File: src/rtl/instr_fetch_unit.sv
// instr_fetch_unit: owns the fetch PC, issues instruction-memory requests over a
// req/gnt/rvalid interface, buffers returned words in order and hands
// {instr, instr_pc, opcode} to decode with a valid/ready handshake. A redirect
// flushes the wrong path and refetches from the new target.
// Optional feature macro: IFU_MISALIGN_CHK_EN adds the misalign_err output and
// forces redirect targets to word alignment. Without it redirect_pc is used verbatim.
module instr_fetch_unit #(
  parameter int unsigned       PC_W      = 64,
  parameter int unsigned       INSTR_W   = 32,
  parameter logic [PC_W-1:0]   RESET_PC  = '0,
  parameter int unsigned       BUF_DEPTH = 2
) (
  input  logic                 clk,
  input  logic                 arst_n,
  output logic                 imem_req,
  output logic [PC_W-1:0]      imem_addr,
  input  logic                 imem_gnt,
  input  logic                 imem_rvalid,
  input  logic [INSTR_W-1:0]   imem_rdata,
  input  logic                 redirect,
  input  logic [PC_W-1:0]      redirect_pc,
  output logic                 instr_valid,
  input  logic                 instr_ready,
  output logic [INSTR_W-1:0]   instr,
  output logic [PC_W-1:0]      instr_pc,
  output logic [6:0]           opcode
`ifdef IFU_MISALIGN_CHK_EN
  ,
  output logic                 misalign_err
`endif
);

  // Counters hold 0..BUF_DEPTH; pointers index a power-of-two ring and wrap freely.
  localparam int unsigned      CNT_W   = $clog2(BUF_DEPTH + 1);
  localparam int unsigned      PTR_W   = $clog2(BUF_DEPTH);
  localparam logic [CNT_W:0]   DEPTH_C = (CNT_W + 1)'(BUF_DEPTH);

  typedef enum logic [1:0] {BOOT, RUN, FLUSH} state_e;

  typedef struct packed {
    logic [INSTR_W-1:0] word;
    logic [PC_W-1:0]    pc;
  } ent_t;

  state_e             state_q;
  logic [PC_W-1:0]    fetch_pc_q;   // next address to request
  logic [PC_W-1:0]    resp_pc_q;    // PC of the next word that will be kept
  logic [CNT_W-1:0]   out_q;        // granted, not yet returned
  logic [CNT_W-1:0]   disc_q;       // returns still to be thrown away
  logic [CNT_W-1:0]   cnt_q;        // buffered entries
  logic [PTR_W-1:0]   rd_ptr_q;
  logic [PTR_W-1:0]   wr_ptr_q;
  ent_t               buf_q [BUF_DEPTH];

  logic [PC_W-1:0]    tgt_pc;
  logic [CNT_W:0]     credit_used;
  logic [CNT_W-1:0]   out_nxt;
  logic [CNT_W-1:0]   disc_nxt;
  logic               gnt_fire;
  logic               rv_fire;
  logic               drop;
  logic               push;
  logic               pop;
  ent_t               head;

`ifdef IFU_MISALIGN_CHK_EN
  assign tgt_pc = {redirect_pc[PC_W-1:2], 2'b00};
`else
  assign tgt_pc = redirect_pc;
`endif

  // Every request in flight plus every buffered word reserves a buffer slot,
  // so a returning word always has somewhere to land.
  assign credit_used = {1'b0, out_q} + {1'b0, cnt_q};
  assign imem_req    = (state_q == RUN) && !redirect && (credit_used < DEPTH_C);
  assign imem_addr   = fetch_pc_q;

  // gnt only counts while a request is actually up; since req is forced low in a
  // redirect cycle, a gnt seen then is not a grant. An rvalid with nothing
  // outstanding is a protocol error and is ignored.
  assign gnt_fire = imem_req & imem_gnt;
  assign rv_fire  = imem_rvalid & (out_q != '0);
  assign out_nxt  = out_q + CNT_W'(gnt_fire) - CNT_W'(rv_fire);

  // A return is dropped while old-path words are pending or when a redirect
  // lands in the same cycle; otherwise it is kept.
  assign drop     = rv_fire & ((disc_q != '0) | redirect);
  assign push     = rv_fire & ~drop;
  assign disc_nxt = disc_q - CNT_W'(rv_fire & (disc_q != '0));

  // Decode sees the buffer head directly; everything reads as zero when empty.
  assign head        = buf_q[rd_ptr_q];
  assign instr_valid = (cnt_q != '0);
  assign pop         = instr_valid & instr_ready;
  assign instr       = instr_valid ? head.word : '0;
  assign instr_pc    = instr_valid ? head.pc   : '0;
  assign opcode      = instr_valid ? head.word[6:0] : 7'd0;

  // Buffer storage: written only on a kept return, no reset needed.
  always_ff @(posedge clk) begin
    if (push) buf_q[wr_ptr_q] <= '{word: imem_rdata, pc: resp_pc_q};
  end

  // Control FSM, PCs, outstanding/discard counters and buffer occupancy.
  always_ff @(posedge clk or negedge arst_n) begin
    if (!arst_n) begin
      state_q    <= BOOT;
      fetch_pc_q <= RESET_PC;
      resp_pc_q  <= RESET_PC;
      out_q      <= '0;
      disc_q     <= '0;
      cnt_q      <= '0;
      rd_ptr_q   <= '0;
      wr_ptr_q   <= '0;
    end else if (redirect) begin
      // Highest priority: restart both PCs, flush the buffer (a same-cycle pop
      // simply completes as the entry disappears) and mark everything still
      // in flight after this cycle as old-path.
      fetch_pc_q <= tgt_pc;
      resp_pc_q  <= tgt_pc;
      out_q      <= out_nxt;
      disc_q     <= out_nxt;
      cnt_q      <= '0;
      rd_ptr_q   <= '0;
      wr_ptr_q   <= '0;
      state_q    <= (out_nxt != '0) ? FLUSH : RUN;
    end else begin
      if (gnt_fire) fetch_pc_q <= fetch_pc_q + PC_W'(4);
      if (push) begin
        resp_pc_q <= resp_pc_q + PC_W'(4);
        wr_ptr_q  <= wr_ptr_q + PTR_W'(1);
      end
      if (pop) rd_ptr_q <= rd_ptr_q + PTR_W'(1);
      out_q  <= out_nxt;
      disc_q <= disc_nxt;
      cnt_q  <= cnt_q + CNT_W'(push) - CNT_W'(pop);
      case (state_q)
        BOOT:    state_q <= RUN;
        FLUSH:   if (disc_nxt == '0) state_q <= RUN;
        default: state_q <= state_q;
      endcase
    end
  end

`ifdef IFU_MISALIGN_CHK_EN
  // One-cycle flag the cycle after a redirect whose target was not word aligned.
  always_ff @(posedge clk or negedge arst_n) begin
    if (!arst_n) misalign_err <= 1'b0;
    else         misalign_err <= redirect & (redirect_pc[1:0] != 2'b00);
  end
`endif

endmodule

File: config.mk
export PLATFORM = sky130hd
export DESIGN_NAME = instr_fetch_unit
export DESIGN_NICKNAME = d
export VERILOG_FILES = /design/src/rtl/instr_fetch_unit.sv
export SDC_FILE = /design/constraint.sdc
export NUM_CORES = 1
export LEC_CHECK = 0
export ABC_AREA = 1
export CAP_MARGIN = 20
export CELL_PAD_IN_SITES_DETAIL_PLACEMENT = 0
export CELL_PAD_IN_SITES_GLOBAL_PLACEMENT = 1
export CORE_ASPECT_RATIO = 0.7
export CORE_UTILIZATION = 48
export DETAILED_ROUTE_END_ITERATION = 12
export DONT_BUFFER_PORTS = 1
export PLACE_DENSITY = 0.81
export SETUP_SLACK_MARGIN = 0.3
export SLEW_MARGIN = 25
export SYNTH_ARGS = -nofsm -noshare
export SYNTH_HDL_FRONTEND = slang
export SYNTH_SLANG_ARGS = --single-unit
File: constraint.sdc
create_clock -name clk -period 6.5 [get_ports clk]
set_input_delay 0.65 -clock clk [delete_from_list [all_inputs] [get_ports clk]]
set_output_delay 0.65 -clock clk [all_outputs]
set_load 0.1 [all_outputs]
==> results of run 1 <==
-- critical path: stages (launching register included) --
cell and delay (ps):
dfrtp_1 420, nand2_1 80, inv_1 40, fa_1 430, nor2_1 130, nor3b_4 890, nand2_1 810, ha_1 550
inv_1 50, ha_1 190, xnor2_1 140, xnor2_1 220, nand2_1 110, nand3_1 110, o21a_1 130
-- final cells by class --
cell class / instances / area, sq um
Antenna cell: 2 / 5.00
Clock buffer: 45 / 923
Clock inverter: 18 / 209
Fill cell: 3208 / 15100
Inverter: 175 / 658
Multi-Input combinational cell: 1489 / 7570
Sequential cell: 330 / 9230
Tap cell: 472 / 591
Timing Repair Buffer: 97 / 802
-- power by group through the flow --
stage / Clock [uW] / Sequential (uW) / Combinational [uW]
2_1_floorplan: 0 / 3220 / 2020
3_3_place_gp: 0 / 3300 / 2600
3_5_place_dp: 0 / 3310 / 2670
4_1_cts: 2040 / 3270 / 2690
5_1_grt: 2120 / 3320 / 2860
6_report: 2010 / 3280 / 2690
-- how the worst min path moves through the flow --
stage	end	from	slack, ps	cells after the start
final	resp_pc_q[0]	arst_n	100	1
after global routing	buf_q[0][64]	imem_rdata[0]	190	0
after CTS	wr_ptr_q	arst_n	170	1
after detailed placement	imem_addr[13]	arst_n	360	0
after global placement	imem_addr[6]	arst_n	360	0
after floorplan	cnt_q[0]	arst_n	350	0
-- timing repair --
item / 4_1_cts / 5_1_grt
endpoints found under the hold margin: 138 / 0
hold buffers: 1 / 0
resized for setup: 0 / 0
-- layer usage --
metal | vias to the layer above | global-route usage, %
met3 | 86 | 6.64
met2 | 619 | 42.7
met5 | - | 0
li1 | 7008 | -
met4 | 2 | 8.18
met1 | 7005 | 44.0
-- cells by family after synthesis --
group                    Yosys count
AND/OR/NAND/NOR                 1182
flip-flops                       330
AO/OA/AOI/OAI                    282
buffers and inverters            257
XOR/XNOR                          17
adder cells (fa/ha/maj)            8
-- cells in the final DEF, fill, tap and decap left out, types with 3 or more instances in the layout --
cell type / count
a21oi_1: 62
a21oi_2: 74
a21oi_4: 22
a22oi_1: 5
a31oi_1: 4
buf_12: 3
buf_4: 91
bufinv_16: 4
clkbuf_1: 10
clkbuf_16: 35
clkinv_1: 7
clkinv_2: 6
dfrtp_1: 132
dfrtp_2: 5
edfxtp_1: 192
ha_1: 7
inv_1: 167
inv_2: 6
nand2_1: 649
nand2_2: 11
nand2_4: 3
nand3_1: 182
nand3_2: 6
nand3b_1: 6
nand4_1: 49
nor2_1: 207
nor2_2: 19
nor2_4: 16
nor3_1: 20
nor3_2: 5
o211ai_1: 30
o21ai_0: 55
o21ai_1: 7
o21bai_1: 18
xnor2_1: 6
xor2_1: 11
-- through the flow --
step                      area, sq um  cells
after floorplan                 17300   2076
after global placement          18700   2560
after detailed placement        18800   2560
after CTS                       19900   2624
after global routing            20000   2628
final                           20000   2628
-- flip-flops by register name, summed over array words and instances, names as in the netlist --
name	cells
disc_q	2
out_q	2
buf_q	192
cnt_q	2
rd_ptr_q	1
resp_pc_q	64
state_q	2
imem_addr	64
wr_ptr_q	1
==> flow_metrics.env, run 1 <==
export IMPL_synth_seq_cells=330
export IMPL_drtAntennaViolNets=0
export IMPL_grt_usage_pct=29.4
export IMPL_dr_pass1_iters=6
export IMPL_sw_frac_of_total_pct=47.1
export IMPL_period_share_pct=67.2
export IMPL_grt_first_pass_wirelength_mm=82.5
export IMPL_clockPowerShare_pct=25.2
export IMPL_worst_slew_pin_slew_ps=1120
export IMPL_io_pins=271
export IMPL_wl_per_cell_um=20.6
export IMPL_top_layer="met5"
export IMPL_p_int_uw=4220
export IMPL_hold_viol=0
export IMPL_cp_startpoint="cnt_q[0]"
export IMPL_met1_length_mm=24.5
export IMPL_r2r_start="cnt_q[0]"
export IMPL_combPwrFrac_pct=33.7
export IMPL_drive_gt1_share_pct=14.9
export IMPL_min_path_type="in2async"
export IMPL_nets=2238
export IMPL_yosys_warnings=0
export IMPL_synth_flop_cell="edfxtp_1"
export IMPL_tritoncts="yes"
export IMPL_synth_top_area_share_pct=33.3
export IMPL_max_freq_mhz=229
export IMPL_worst_ep_arrival_time_ps=4830
export IMPL_die_h_um=161
export IMPL_antenna_found_initial=4
export IMPL_ff2ff_path_depth=14
export IMPL_switchingPower_uw=3760
export IMPL_synth_area_mux_share_pct=0
export IMPL_cap_violations=0
export IMPL_io_buffers=0
export IMPL_cts_root_buf="clkbuf_16"
export IMPL_syn_inst=2076
export IMPL_cts_sinks=330
export IMPL_synth_adder_area_share_pct=0.622
export IMPL_pre_cts_slack_ps=2200
export IMPL_grt_max_degree=139
export IMPL_worstSetupEndpoint="state_q[1]"
export IMPL_ys_seq_area_share_pct=53.3
export IMPL_first_global_vias=13600
export IMPL_wl_met2_mm=23.1
export IMPL_maxSlewHeadroom_pct=25.2
export IMPL_avgSynthCellArea_sq_um=8.33
export IMPL_post_route_min_period_ps=4370
export IMPL_vdd_drop_max_uv=197
export IMPL_finalClockSkew_ps=22.8
export IMPL_hold_worst_slack_ps=103
export IMPL_synth_common_cells="nand2_1, nor2_1, edfxtp_1"
export IMPL_drc=0
export IMPL_place_congestion=0.918
export IMPL_p_total_uw=7980
export IMPL_via_per_inst=5.60
export IMPL_fin_ws_ps=2130
export IMPL_p_leak_uw=0.00800
export IMPL_timing_rr_end="state_q[1]"
export IMPL_met3WireLength_mm=5.24
export IMPL_yosys_area_share_simple_pct=30.1
export IMPL_p_seq_share_pct=41.1
export IMPL_die_w_um=229
export IMPL_drtIter0Drc=1314
export IMPL_reg2reg_slack_ps=2130
export IMPL_yosysMostFrequentCell="nand2_1"
export IMPL_end_kind="register"
export IMPL_clk_latency_ps=540
export IMPL_overflow=0
export IMPL_setup_tns_ps=0
export IMPL_cp_max_fo=20
export IMPL_p_per_area_nw_per_um2=399
export IMPL_cts_buffer_depth=3
export IMPL_yosysUniqueCellTypes=43
export IMPL_synthArstFlopShare_pct=41.8
export IMPL_synth_edf_count=192
export IMPL_critPathKind="reg2reg"
export IMPL_drt_wl_total_mm=54.2
export IMPL_final_max_slew_violation_count=0
export IMPL_worstPathRequired_ps=6960
export IMPL_status="finished, final reports clean"
export IMPL_cts_made_buffers=35
export IMPL_ys_top_cells_by_area="edfxtp_1, dfrtp_1, nand2_1, nand3_1, a21oi_1"
export IMPL_hpwl_mm=38.9
export IMPL_synth_compound_area_share_pct=9.04
export IMPL_cp_start_kind="register"
export IMPL_cts_htree_levels=2
export IMPL_synth_area_sq_um=17300
export IMPL_synth_nets=2186
export IMPL_core_area_sq_um=35100
export IMPL_die_area_sq_um=36800
export IMPL_fin_util_pct=57.0
export IMPL_postCtsSetupBuffers=0
export IMPL_via_count=14700
export IMPL_yosysTopAreaCell="edfxtp_1"
export IMPL_clk_pin_slew_ps=60
export IMPL_synth_xor_xnor_area_share_pct=0.861
export IMPL_num_rows=57
export IMPL_setup_violations=0
export IMPL_start_util_pct=49.3
export IMPL_area_delta_synth_final_pct=15.6
export IMPL_synth_top_family_by_area="simple AND/OR/NAND/NOR gates"
export IMPL_rsz0062_at_grt="no"
No activity file was read; power rests on OpenSTA's default activity.
==> inputs of run 2 (changes only) <==
ABC_AREA = 0   (was 1)
CORE_UTILIZATION = 51   (was 48)
clock period = 4.2 ns   (was 6.5 ns; I/O delays follow)
==> run 2 against run 1 <==
Compared with the run above:
- highest routed layer unchanged
- routed wire length shrank 18%
- clock-buffer cell count shrank 1
- largest power group is now combinational cells
- non-clock buffer count grew 44
- total power grew 70%
- critical path type is now reg2out
- global-route usage shrank 1.6 points
==> flow_metrics.env, run 2 <==
export IMPL_min_path_type="in2reg"
export IMPL_overflow=0
export IMPL_die_area_sq_um=32000
export IMPL_via_count=11900
export IMPL_worstPathRequired_ps=3780
export IMPL_yosysMostFrequentCell="nor2_1"
export IMPL_hpwl_mm=31.3
export IMPL_start_util_pct=52.6
export IMPL_yosys_warnings=0
export IMPL_worst_slew_pin_slew_ps=1110
export IMPL_p_per_area_nw_per_um2=719
export IMPL_final_common_cell="edfxtp_1"
export IMPL_p_leak_uw=0.00672
export IMPL_sw_frac_of_total_pct=50.9
export IMPL_hold_viol=0
export IMPL_yosysUniqueCellTypes=70
export IMPL_place_congestion=0.876
export IMPL_setup_violations=0
export IMPL_grt_first_pass_wirelength_mm=66.4
export IMPL_drtAntennaViolNets=0
export IMPL_period_share_pct=77.7
export IMPL_core_area_sq_um=30400
export IMPL_synthArstFlopShare_pct=41.8
export IMPL_final_area_sq_um=18900
export IMPL_postCtsSetupBuffers=0
export IMPL_fill_cells=2406
export IMPL_setup_tns_ps=0
export IMPL_drtIter0Drc=987
export IMPL_status="finished, final reports clean"
export IMPL_drive_gt1_share_pct=21.3
export IMPL_switchingPower_uw=6910
export IMPL_combPwrFrac_pct=46.7
export IMPL_p_int_uw=6670
export IMPL_max_freq_mhz=307
export IMPL_synth_nets=1499
export IMPL_synth_seq_cells=330
export IMPL_drc=0
export IMPL_end_kind="output pin"
export IMPL_final_max_slew_violation_count=0
export IMPL_cts_htree_levels=2
export IMPL_finalClockSkew_ps=17.1
export IMPL_rsz0062_at_grt="no"
export IMPL_via_per_inst=6.14
export IMPL_ctsHoldBuffers=35
export IMPL_avgSynthCellArea_sq_um=11.5
export IMPL_num_rows=53
export IMPL_layout_common_cells="edfxtp_1, dfrtp_1, mux2i_1, nor2_1, buf_4"
export IMPL_antenna_found_initial=6
export IMPL_area_delta_synth_final_pct=18.3
export IMPL_clockPowerShare_pct=23.2
export IMPL_ys_top_cells_by_area="edfxtp_1, dfrtp_1, mux2i_1, nor2_1, nand4_1"
export IMPL_post_route_min_period_ps=3260
export IMPL_nets=1604
export IMPL_largest_register_ffs=192
export IMPL_die_h_um=150
export IMPL_grt_usage_pct=27.8
export IMPL_io_pins=271
export IMPL_maxSlewHeadroom_pct=26.0
export IMPL_tritoncts="yes"
export IMPL_vdd_drop_max_uv=573
export IMPL_dr_pass1_iters=5
export IMPL_wl_per_cell_um=23.1
export IMPL_first_global_vias=10900
export IMPL_cap_violations=0
export IMPL_cts_buffer_depth=3
export IMPL_regMostFlops="buf_q"
export IMPL_die_w_um=214
export IMPL_cp_max_fo=43
export IMPL_yosysTopAreaCell="edfxtp_1"
export IMPL_placed_area_sq_um=17300
export IMPL_p_seq_share_pct=30.2
export IMPL_synth_flop_cell="edfxtp_1"
export IMPL_cts_resized=0
export IMPL_synth_edf_count=192
export IMPL_worst_ep_arrival_time_ps=2840
export IMPL_cts_made_buffers=35
export IMPL_synth_area_sq_um=16000
export IMPL_cts_root_buf="clkbuf_16"
export IMPL_synth_common_cells="nor2_1, edfxtp_1, dfrtp_1"
export IMPL_clk_latency_ps=530
export IMPL_clk_pin_slew_ps=60
export IMPL_cts_sinks=330
export IMPL_syn_inst=1389
export IMPL_drt_wl_total_mm=44.7
export IMPL_synth_top_area_share_pct=36.1
export IMPL_ys_seq_area_share_pct=57.7
export IMPL_critPathKind="reg2out"
export IMPL_io_buffers=0
export IMPL_cp_start_kind="register"
export IMPL_grt_max_degree=139
run 2: cell count changes in the layout (fill, tap and decap cells not counted), moves of 28 or more:
cell and delta:
mux2i_1 +118, nor2_1 -105, a21oi_2 -74, dlygate4sd3_1 +34, nor2_2 +66, nand3_1 -126
inv_1 -139, nand4_1 +28, nand2_1 -579, mux2_2 +29, o21ai_0 -30, a21oi_1 -36
run 2: layer usage:
metal  global-route usage, %  vias to the layer above  wire length, um
met1                    41.7                     5857            20300
met4                    7.71                        4              898
li1                        -                     5414                -
met5                       0                        -               32
met3                    6.95                       73             4210
met2                    39.9                      514            19200
run 2: final cells by class:
cell class	instances	area, sq um	share of cell area [%]
flip-flops and latches	330	9220	48.8
multi-input cells	955	6630	35.1
repair buffers	141	1240	6.56
clock buffers	44	961	5.09
well taps	412	515	2.73
clock inverters	16	198	1.05
inverters	31	119	0.629
diodes	4	10.0	0.0530
run 2: through the flow:
stage | setup WS, ps | util, % | cells | total power, uW | hold slack [ps]
global route | 796 | 62.2 | 1932 | 14000 | 21.9
floorplan | 664 | - | 1389 | 9300 | 124
CTS | 895 | 62.1 | 1929 | 13600 | 3.38
global placement | 1020 | 57.0 | 1833 | 10300 | 134
finish | 939 | 62.2 | 1933 | 13600 | 43.1
detailed placement | 973 | 57.1 | 1834 | 10400 | 135
run 2: power groups by stage:
stage / sequential [uW] / clock (uW) / combinational (uW)
floorplan: 4520 / 0 / 4770
global placement: 4140 / 0 / 6200
detailed placement: 4150 / 0 / 6280
CTS: 4090 / 3190 / 6350
global route: 4130 / 3320 / 6580
finish: 4100 / 3150 / 6340
run 2: kinds of logic after synthesis:
| group | count (synthesis) | share of synthesized area, % |
|---|---|---|
| buf+inv | 104 | 2.72 |
| fa+ha+maj | 8 | 0.674 |
| simple gates | 606 | 20.3 |
| flops | 330 | 57.7 |
| mux | 148 | 9.53 |
| compound gates | 136 | 5.94 |
| xor+xnor | 57 | 3.13 |
run 2: path summary, 6_finish.rpt:
kind / start / to / slack [ps] / cells past startpoint
setup reg to reg: cnt_q[0] / state_q[1] / 950 / 13
setup / recovery: rd_ptr_q / instr_pc[26] / 940 / 3
hold / removal: redirect_pc[17] / resp_pc_q[17] / 40 / 1
min in group asynchronous: arst_n / resp_pc_q[62] / 530 / 2
hold reg to reg: resp_pc_q[0] / buf_q[0][0] / 470 / 0
max in group asynchronous: arst_n / resp_pc_q[3] / 3030 / 2
run 2: worst max-delay path: stages (launching register included):
cell and delay (ps):
dfrtp_4 930, buf_12 340, mux2i_1 190, nor2_2 840
